## config.mk

```make
export PLATFORM = sky130hd
export DESIGN_NAME = solver_dispatch
export DESIGN_NICKNAME = d
export VERILOG_FILES = /design/src/rtl/solver_dispatch.sv
export SDC_FILE = /design/constraint.sdc
export NUM_CORES = 1
export LEC_CHECK = 0
export CORE_MARGIN = 5
export CORE_UTILIZATION = 35
export CTS_BUF_LIST = sky130_fd_sc_hd__clkbuf_16
export DETAILED_ROUTE_END_ITERATION = 16
export PLACE_DENSITY = 0.68
export RECOVER_POWER = 25
export SLEW_MARGIN = 20
export SYNTH_ARGS = -nofsm -noshare
export SYNTH_HDL_FRONTEND = slang
export SYNTH_SLANG_ARGS = --single-unit
export TNS_END_PERCENT = 10
```

## constraint.sdc

```tcl
create_clock -name iCLOCK -period 2.25 [get_ports iCLOCK]
set_input_delay 0.675 -clock iCLOCK [delete_from_list [all_inputs] [get_ports iCLOCK]]
set_output_delay 0.675 -clock iCLOCK [all_outputs]
set_load 0.05 [all_outputs]
```

## src/rtl/solver_dispatch.sv

```systemverilog
// solver_dispatch
//
// Hands endgame problems (player/opponent bitboards plus a tag) to a bank of
// NUM_CORES solver cores. It collects their signed scores and returns them on
// a single valid/ready result port. Results can come back out of order; the
// tag is the only thing that ties a result to its problem.
//
// Each core has one slot with a small FSM: IDLE -> RUN -> DONE -> IDLE.
// A new problem goes to the lowest-index IDLE slot. Finished slots are picked
// for output round-robin, starting one index past the last grant.
//
// Ports
//   iCLOCK, iRESET          clock; synchronous active-high reset
//   iValid/iPlayer/
//   iOpponent/iId           problem offer, accepted when oReady is high
//   oReady                  at least one slot is IDLE
//   oCoreStart              one-hot, one-cycle start pulse per core
//   oCorePlayer/
//   oCoreOpponent           shared operand bus, valid with a start bit
//   iCoreDone/iCoreRes      per-core completion pulse and signed score
//   oValid/oId/oRes/iReady  result port, held stable until iReady
//   oInFlight               number of slots in RUN or DONE
//   oErr                    sticky flag: a core finished while not running
module solver_dispatch #(
    parameter int NUM_CORES = 4,
    parameter int ID_W      = 8
) (
    input  logic                             iCLOCK,
    input  logic                             iRESET,
    input  logic                             iValid,
    input  logic [63:0]                      iPlayer,
    input  logic [63:0]                      iOpponent,
    input  logic [ID_W-1:0]                  iId,
    output logic                             oReady,
    output logic [NUM_CORES-1:0]             oCoreStart,
    output logic [63:0]                      oCorePlayer,
    output logic [63:0]                      oCoreOpponent,
    input  logic [NUM_CORES-1:0]             iCoreDone,
    input  logic [8*NUM_CORES-1:0]           iCoreRes,
    output logic                             oValid,
    output logic [ID_W-1:0]                  oId,
    output logic [7:0]                       oRes,
    input  logic                             iReady,
    output logic [$clog2(NUM_CORES+1)-1:0]   oInFlight,
    output logic                             oErr
);

    localparam int IDX_W = (NUM_CORES > 1) ? $clog2(NUM_CORES) : 1;
    localparam int CNT_W = $clog2(NUM_CORES + 1);

    typedef enum logic [1:0] {
        S_IDLE = 2'd0,
        S_RUN  = 2'd1,
        S_DONE = 2'd2
    } slot_state_e;

    // Per-slot state
    slot_state_e              slot_q [NUM_CORES];
    slot_state_e              slot_d [NUM_CORES];
    logic [ID_W-1:0]          sid_q  [NUM_CORES];
    logic [ID_W-1:0]          sid_d  [NUM_CORES];
    logic signed [7:0]        sres_q [NUM_CORES];
    logic signed [7:0]        sres_d [NUM_CORES];

    // Core-side outputs
    logic [NUM_CORES-1:0]     start_q, start_d;
    logic [63:0]              player_q, player_d;
    logic [63:0]              opp_q, opp_d;

    // Result port and arbitration
    logic                     valid_q, valid_d;
    logic [ID_W-1:0]          oid_q, oid_d;
    logic signed [7:0]        ores_q, ores_d;
    logic [IDX_W-1:0]         grant_q, grant_d;
    logic [IDX_W-1:0]         rr_q, rr_d;
    logic                     err_q, err_d;

    // Combinational helpers
    logic                     idle_any;
    logic [IDX_W-1:0]         disp_idx;
    logic                     disp_found;
    logic                     sel_found;
    logic [IDX_W-1:0]         sel_idx;
    logic [IDX_W-1:0]         cand;
    int                       rr_j;
    logic [CNT_W-1:0]         busy_cnt;
    logic                     accept;
    logic                     handshake;

    // Lowest-index IDLE slot and the idle summary. Both are taken from
    // registered state only, so a slot freed at an edge is offered only
    // from the following cycle.
    always_comb begin
        idle_any   = 1'b0;
        disp_found = 1'b0;
        disp_idx   = '0;
        for (int k = 0; k < NUM_CORES; k++) begin
            if (slot_q[k] == S_IDLE) begin
                idle_any = 1'b1;
                if (!disp_found) begin
                    disp_found = 1'b1;
                    disp_idx   = IDX_W'(k);
                end
            end
        end
    end

    // Round-robin search over DONE slots, starting one past the last grant.
    always_comb begin
        sel_found = 1'b0;
        sel_idx   = '0;
        cand      = '0;
        rr_j      = 0;
        for (int i = 1; i <= NUM_CORES; i++) begin
            rr_j = int'(rr_q) + i;
            if (rr_j >= NUM_CORES) begin
                rr_j = rr_j - NUM_CORES;
            end
            cand = IDX_W'(rr_j);
            if (!sel_found && slot_q[cand] == S_DONE) begin
                sel_found = 1'b1;
                sel_idx   = cand;
            end
        end
    end

    always_comb begin
        busy_cnt = '0;
        for (int k = 0; k < NUM_CORES; k++) begin
            if (slot_q[k] != S_IDLE) begin
                busy_cnt = busy_cnt + CNT_W'(1);
            end
        end
    end

    assign accept    = iValid && idle_any;
    assign handshake = valid_q && iReady;

    // Next-state logic. Dispatch, completion and result handshake touch
    // different slots, so all three can take effect at the same edge.
    always_comb begin
        slot_d   = slot_q;
        sid_d    = sid_q;
        sres_d   = sres_q;
        start_d  = '0;
        player_d = player_q;
        opp_d    = opp_q;
        valid_d  = valid_q;
        oid_d    = oid_q;
        ores_d   = ores_q;
        grant_d  = grant_q;
        rr_d     = rr_q;
        err_d    = err_q;

        if (accept) begin
            slot_d[disp_idx]  = S_RUN;
            sid_d[disp_idx]   = iId;
            start_d[disp_idx] = 1'b1;
            player_d          = iPlayer;
            opp_d             = iOpponent;
        end

        // A completion from a core that is not running is a protocol error.
        // It is flagged but does not change the slot.
        for (int k = 0; k < NUM_CORES; k++) begin
            if (iCoreDone[k]) begin
                if (slot_q[k] == S_RUN) begin
                    slot_d[k] = S_DONE;
                    sres_d[k] = iCoreRes[8*k +: 8];
                end else begin
                    err_d = 1'b1;
                end
            end
        end

        // The granted slot stays DONE while it is presented and is released
        // by the handshake. A new grant is only made while the port is empty,
        // which leaves one idle cycle between consecutive results.
        if (handshake) begin
            valid_d         = 1'b0;
            slot_d[grant_q] = S_IDLE;
        end else if (!valid_q && sel_found) begin
            valid_d = 1'b1;
            oid_d   = sid_q[sel_idx];
            ores_d  = sres_q[sel_idx];
            grant_d = sel_idx;
            rr_d    = sel_idx;
        end
    end

    always_ff @(posedge iCLOCK) begin
        if (iRESET) begin
            for (int k = 0; k < NUM_CORES; k++) begin
                slot_q[k] <= S_IDLE;
                sid_q[k]  <= '0;
                sres_q[k] <= '0;
            end
            start_q  <= '0;
            player_q <= '0;
            opp_q    <= '0;
            valid_q  <= 1'b0;
            oid_q    <= '0;
            ores_q   <= '0;
            grant_q  <= '0;
            // Pointer at the last index makes slot 0 the first candidate.
            rr_q     <= IDX_W'(NUM_CORES - 1);
            err_q    <= 1'b0;
        end else begin
            for (int k = 0; k < NUM_CORES; k++) begin
                slot_q[k] <= slot_d[k];
                sid_q[k]  <= sid_d[k];
                sres_q[k] <= sres_d[k];
            end
            start_q  <= start_d;
            player_q <= player_d;
            opp_q    <= opp_d;
            valid_q  <= valid_d;
            oid_q    <= oid_d;
            ores_q   <= ores_d;
            grant_q  <= grant_d;
            rr_q     <= rr_d;
            err_q    <= err_d;
        end
    end

    assign oReady        = idle_any;
    assign oCoreStart    = start_q;
    assign oCorePlayer   = player_q;
    assign oCoreOpponent = opp_q;
    assign oValid        = valid_q;
    assign oId           = oid_q;
    assign oRes          = ores_q;
    assign oInFlight     = busy_cnt;
    assign oErr          = err_q;

endmodule

```

; Word-level counts from Yosys, hierarchy flattened
; Cells that the tools add are included.
[totals]
reg_bits = 226
in_bits = 176
out_inout_bits = 154
elab_cells = 168
[op_classes]
add_sub_neg = 11
n_lt_le_gt_ge = 15
n_eq_ne = 8
mux = 71
bitwise = 14
n_reduce_logical = 28
[ops]
columns = op, n
row1 = two-way mux 2 bit, 30
row2 = two-way mux 8 bit, 7
row3 = binary-select mux 8 bit (select 2 bit), 2
row4 = bitwise mux 32 bit, 1
row5 = >= comparator 3 bit (second input constant), 10
row6 = inverter 2 -> 3 bit, 7
row7 = two-way mux 1 bit, 20
row8 = binary-select mux 2 bit (select 2 bit), 4
row9 = demux 8 bit (select 2 bit), 1
row10 = AND reduction 2 bit, 5
row11 = adder 3 x 1 -> 3 bit (second input constant), 3
row12 = logical AND 1 bit, 9
row13 = two-way mux 3 bit, 3
row14 = AND 8 bit, 1
row15 = demux 2 bit (select 2 bit), 2
row16 = equality test 2 x 1 -> 1 bit (second input constant), 4
row17 = equality test 2 bit (second input constant), 4
row18 = logical NOT 2 bit, 4
row19 = inverter 8 bit, 1
row20 = nonzero test 2 bit, 4
row21 = subtractor 2 x 1 -> 2 bit (second input constant), 4
row22 = adder 2 x 2 -> 3 bit (second input constant), 2
row23 = < comparator 3 x 1 -> 1 bit (second input constant), 2
row24 = adder 2 x 3 -> 4 bit (second input constant), 1
row25 = other kinds (11), 16

; Depth between registers and ports, before layout
[depth]
ltp_word = 22
ltp_mapped = 10
depth_no_buf = 8

; Worst setup path after synthesis
; Ideal clock, no wire load.
[synth_timing]
kind = register -> output
start = register slot_q[6] (netlist name)
end = output port oInFlight[2]
arrival_time_ns = 2.221
required_time_ns = 1.575
path_slack_ns = -0.646
stages_incl_launch_ff = 7
n_path_buf = 0
path_cell_list = dfxtp_1 or2_2 ha_1 xnor2_1 ha_1 nand2_1 xnor2_1
[synth_via]
elab_chain_cells = 8
[synth_rtl]
columns = item, line_no
row1 = start: declaration, 58  ; slot_state_e slot_q [NUM_CORES];
row2 = start signal: indexed assignment, 210  ; slot_q[k] <= slot_d[k];
row3 = nonzero test 2 bit (*), 130  ; if (slot_q[k] != S_IDLE) begin
row4 = two-way mux 1 bit (*), 130
row5 = adder 3 x 1 -> 3 bit, 131  ; busy_cnt = busy_cnt + CNT_W'(1);
row6 = two-way mux 3 bit (*), 130
row7 = adder 3 x 1 -> 3 bit, 131
row8 = two-way mux 3 bit (*), 130
row9 = adder 3 x 1 -> 3 bit, 131
row10 = two-way mux 3 bit (*), 130
row11 = end: declaration, 44  ; output logic [$clog2(NUM_CORES+1)-1:0] oInFlight,
; Mark *: on every way between the ends. The rest lies on a longest branch, timed or not.

; Worst setup path after layout
[layout_timing]
start = register slot_q[7] (netlist name)
end = output port oInFlight[1]
; The elaborated chain is that of the path after synthesis.

==> out/qor.yml <==
yosys:
  synth-edff-count: 0
  yosysSeqAreaShare_pct: 51.9
  syn_area_sq_um: 8720
  synth_nets: 1213
  syn_inst: 1032
  synth_top_area_cell: "dfxtp_1"
  async_flop_share_pct: 0
  synth_area_leaders: "dfxtp_1, nand2_1, a21oi_1"
  yosysTopAreaCellShare_pct: 51.9
  synth_cell_type_count: 51
  syn_area_per_cell_sq_um: 8.45
  yosys_warnings: 0
  synth-main-ff-cell: "dfxtp_1"
  ys_ff_latch: 226
power:
  irDropWorstVdd_mv: 0.530
  pwr-share-clk_pct: 37.8
  switching_share_pct: 28.9
  cell_internal_pwr_w: 0.00756
  power_density_nw_per_um2: 794
  pwr-share-seq_pct: 40.9
  p_leak_nw: 5.69
  combPwrFrac_pct: 21.3
  power.total_w: 0.0106
  power.switching_w: 0.00307
clock_tree:
  hold_buffers: 0
  clk_pin_slew_ns: 0.06
  cts_buffers: 26
  htree_levels: 1
  cts.sinks: 226
  cts_tree: "built"
  clk_path_buf_depth: 3
  cts_root_buffer: "clkbuf_16"
  clock_latency_ns: 0.52
timing:
  setup_violations: 4
  rsz0062_at_grt: "yes"
  relSlewSlack_pct: 52.6
  drv_slew: 0
  fmax_mhz: 349
  timing.final.ws_setup_ns: -0.617
  finalHoldViolCount: 0
  final_min_period_over_clock_period_pct: 127
  whs_ns: 0.399
  finalCriticalPeriod_ns: 2.87
  finClkSkew_ns: 0.0166
  fin_tns_setup_ns: -1.57
  tightestPinTransition_ns: 0.711
placement:
  place_congestion: 0.834
  dp.cells: 1674
  port_buffers: 329
  hpwl_um: 20000
setup_path:
  worstPathArrival_ns: 2.19
  crit_path_end_kind: "output pin"
  cp-start-kind: "register"
  worstPathMaxFanout: 4
  critPathKind: "register to output pin"
  regToRegSetupSlack_ns: 0.18
  required_ns: 1.57
finish:
  fin_nets: 1560
  drive_above_1_share_pct: 12.0
  final_cells: 1721
  syn_to_final_growth_pct: 53.5
floorplanning:
  ios: 330
  num_rows: 57
  die_h_um: 168
  dieArea_sq_um: 28200
  initial_core_util_pct: 35.7
  die_x_um: 168
  fp.coreArea_sq_um: 24500
detailed_routing:
  wl_um: 27500
  via_per_inst: 4.78
  wl_per_cell_um: 16.0
  drtAntennaViolNets: 0
  drt_iter0_drc: 467
  drc: 0
  vias: 8218
  drt-pass1-iter-count: 4
global_route:
  grt_use_total_pct: 18.6
  antenna_found_initial: 2
  grt_start_max_net_pins: 74
  grt_pass1_wl_um: 43600
  grt_pass1_vias: 8191
  grt_overflow_total: 0
outcome:
  failed_checks: "negative setup slack"
  status: "complete, but fails checks"
worst_hold_path:
  hold_class: "input port to register"
flow_run:
  maxCapViolations: 0
-- through the flow --
step                      cell area [sq um]  utilization (%)  setup slack, ns
final                                 13400             54.7           -0.617
after floorplan                        8820                -          -0.0705
after global placement                12700             51.7           -0.114
after detailed placement              12700             51.7           -0.143
after CTS                             13400             54.8           -0.634
after global routing                  13400             54.7           -0.677
-- final cells by class --
cell class / instances / area, sq um
inverters: 10 / 37.5
clock buffers: 27 / 676
fillers: 2313 / 11100
clock inverters: 18 / 136
multi-input cells: 727 / 3900
flip-flops and latches: 226 / 4530
repair buffers: 388 / 3700
diodes: 1 / 2.50
well taps: 324 / 405
-- worst max-delay path: stages (launching register included) --
cell	delay [ns]
dfxtp_2	0.32
or2_4	0.28
ha_4	0.31
xnor2_4	0.13
ha_4	0.22
mux2_4	0.27
buf_8	0.15
-- cell usage in the layout, fill, tap and decap left out, types with 3 or more instances in the layout --
master             n
dlygate4sd3_1      4
nand3_1           10
ha_4               3
clkbuf_16         27
a21boi_0           4
nor3_1             3
inv_1             12
dlygate4sd2_1    117
dfxtp_2            3
o21ai_0           13
mux2i_1           54
a41oi_1            3
buf_4             76
o221ai_1           6
buf_8              3
clkinv_1           9
nand2b_1           5
buf_12            15
clkdlybuf4s50_1  170
o221ai_2          10
nand2_1          348
dfxtp_1          223
xnor2_4            3
nor2_1            43
nand3b_1           3
a21oi_1          176
-- synth_stat cells (9+ instances only) --
cell      number
buf_2         19
clkbuf_1      26
mux2i_1       54
nor2_1        45
inv_1          9
nand2_1      349
o221ai_2      10
buf_6         15
o21ai_0       14
a21oi_1      177
dfxtp_1      226
nand3_1       11
-- timing repair --
action / 4_1_cts / 5_1_grt
setup buffers: 2 / 0
endpoints found under the setup margin: 121 / 37
gates resized for setup: 130 / 4
pin swaps: 5 / 4
-- power groups by stage --
stage | Clock (W) | Combinational (W) | Sequential [W]
6_report | 0.00402 | 0.00227 | 0.00435
3_3_place_gp | 0 | 0.00227 | 0.00443
4_1_cts | 0.00412 | 0.00230 | 0.00435
5_1_grt | 0.00428 | 0.00243 | 0.00438
3_5_place_dp | 0 | 0.00229 | 0.00444
2_1_floorplan | 0 | 0.000816 | 0.00492
-- worst paths after layout --
kind	startpoint	endpoint	depth (start not counted)
max	slot_q[7]	oInFlight[1]	6
min	iRESET	grant_q[1]	2
max reg2reg	slot_q[7]	slot_q[1]	8
min reg2reg	oCoreOpponent[25]	oCoreOpponent[25]	2
-- cells by family (layout without fill, tap and decap cells) --
family | Yosys count | after routing | synth area share (%)
AND/OR/NAND/NOR | 432 | 432 | 20.0
other | 0 | 1 | 0
multiplexers | 55 | 55 | 6.32
buffers and inverters | 79 | 443 | 5.22
adder cells (fa/ha/maj) | 5 | 5 | 0.717
XOR/XNOR | 3 | 3 | 0.301
AO/OA/AOI/OAI | 232 | 232 | 15.6
flip-flops | 226 | 226 | 51.9
-- per-layer routing --
layer  track usage [%]  vias up  share of wire (%)
li1                  -     4129                  -
met1              22.9     3772                 42
met2              31.6      263                 48
met3              5.25       52                7.5
met4              5.68        2                3.0
met5                 0        -              0.025
-- state kept, by name, summed over array words and instances, names as in the netlist, 4 cells and up --
signal and cells:
oRes 8, sid_q 32, oCorePlayer 64, sres_q 32, oCoreOpponent 64, slot_q 8
oCoreStart 4, oId 8
Power figures use the tool's default switching activity.
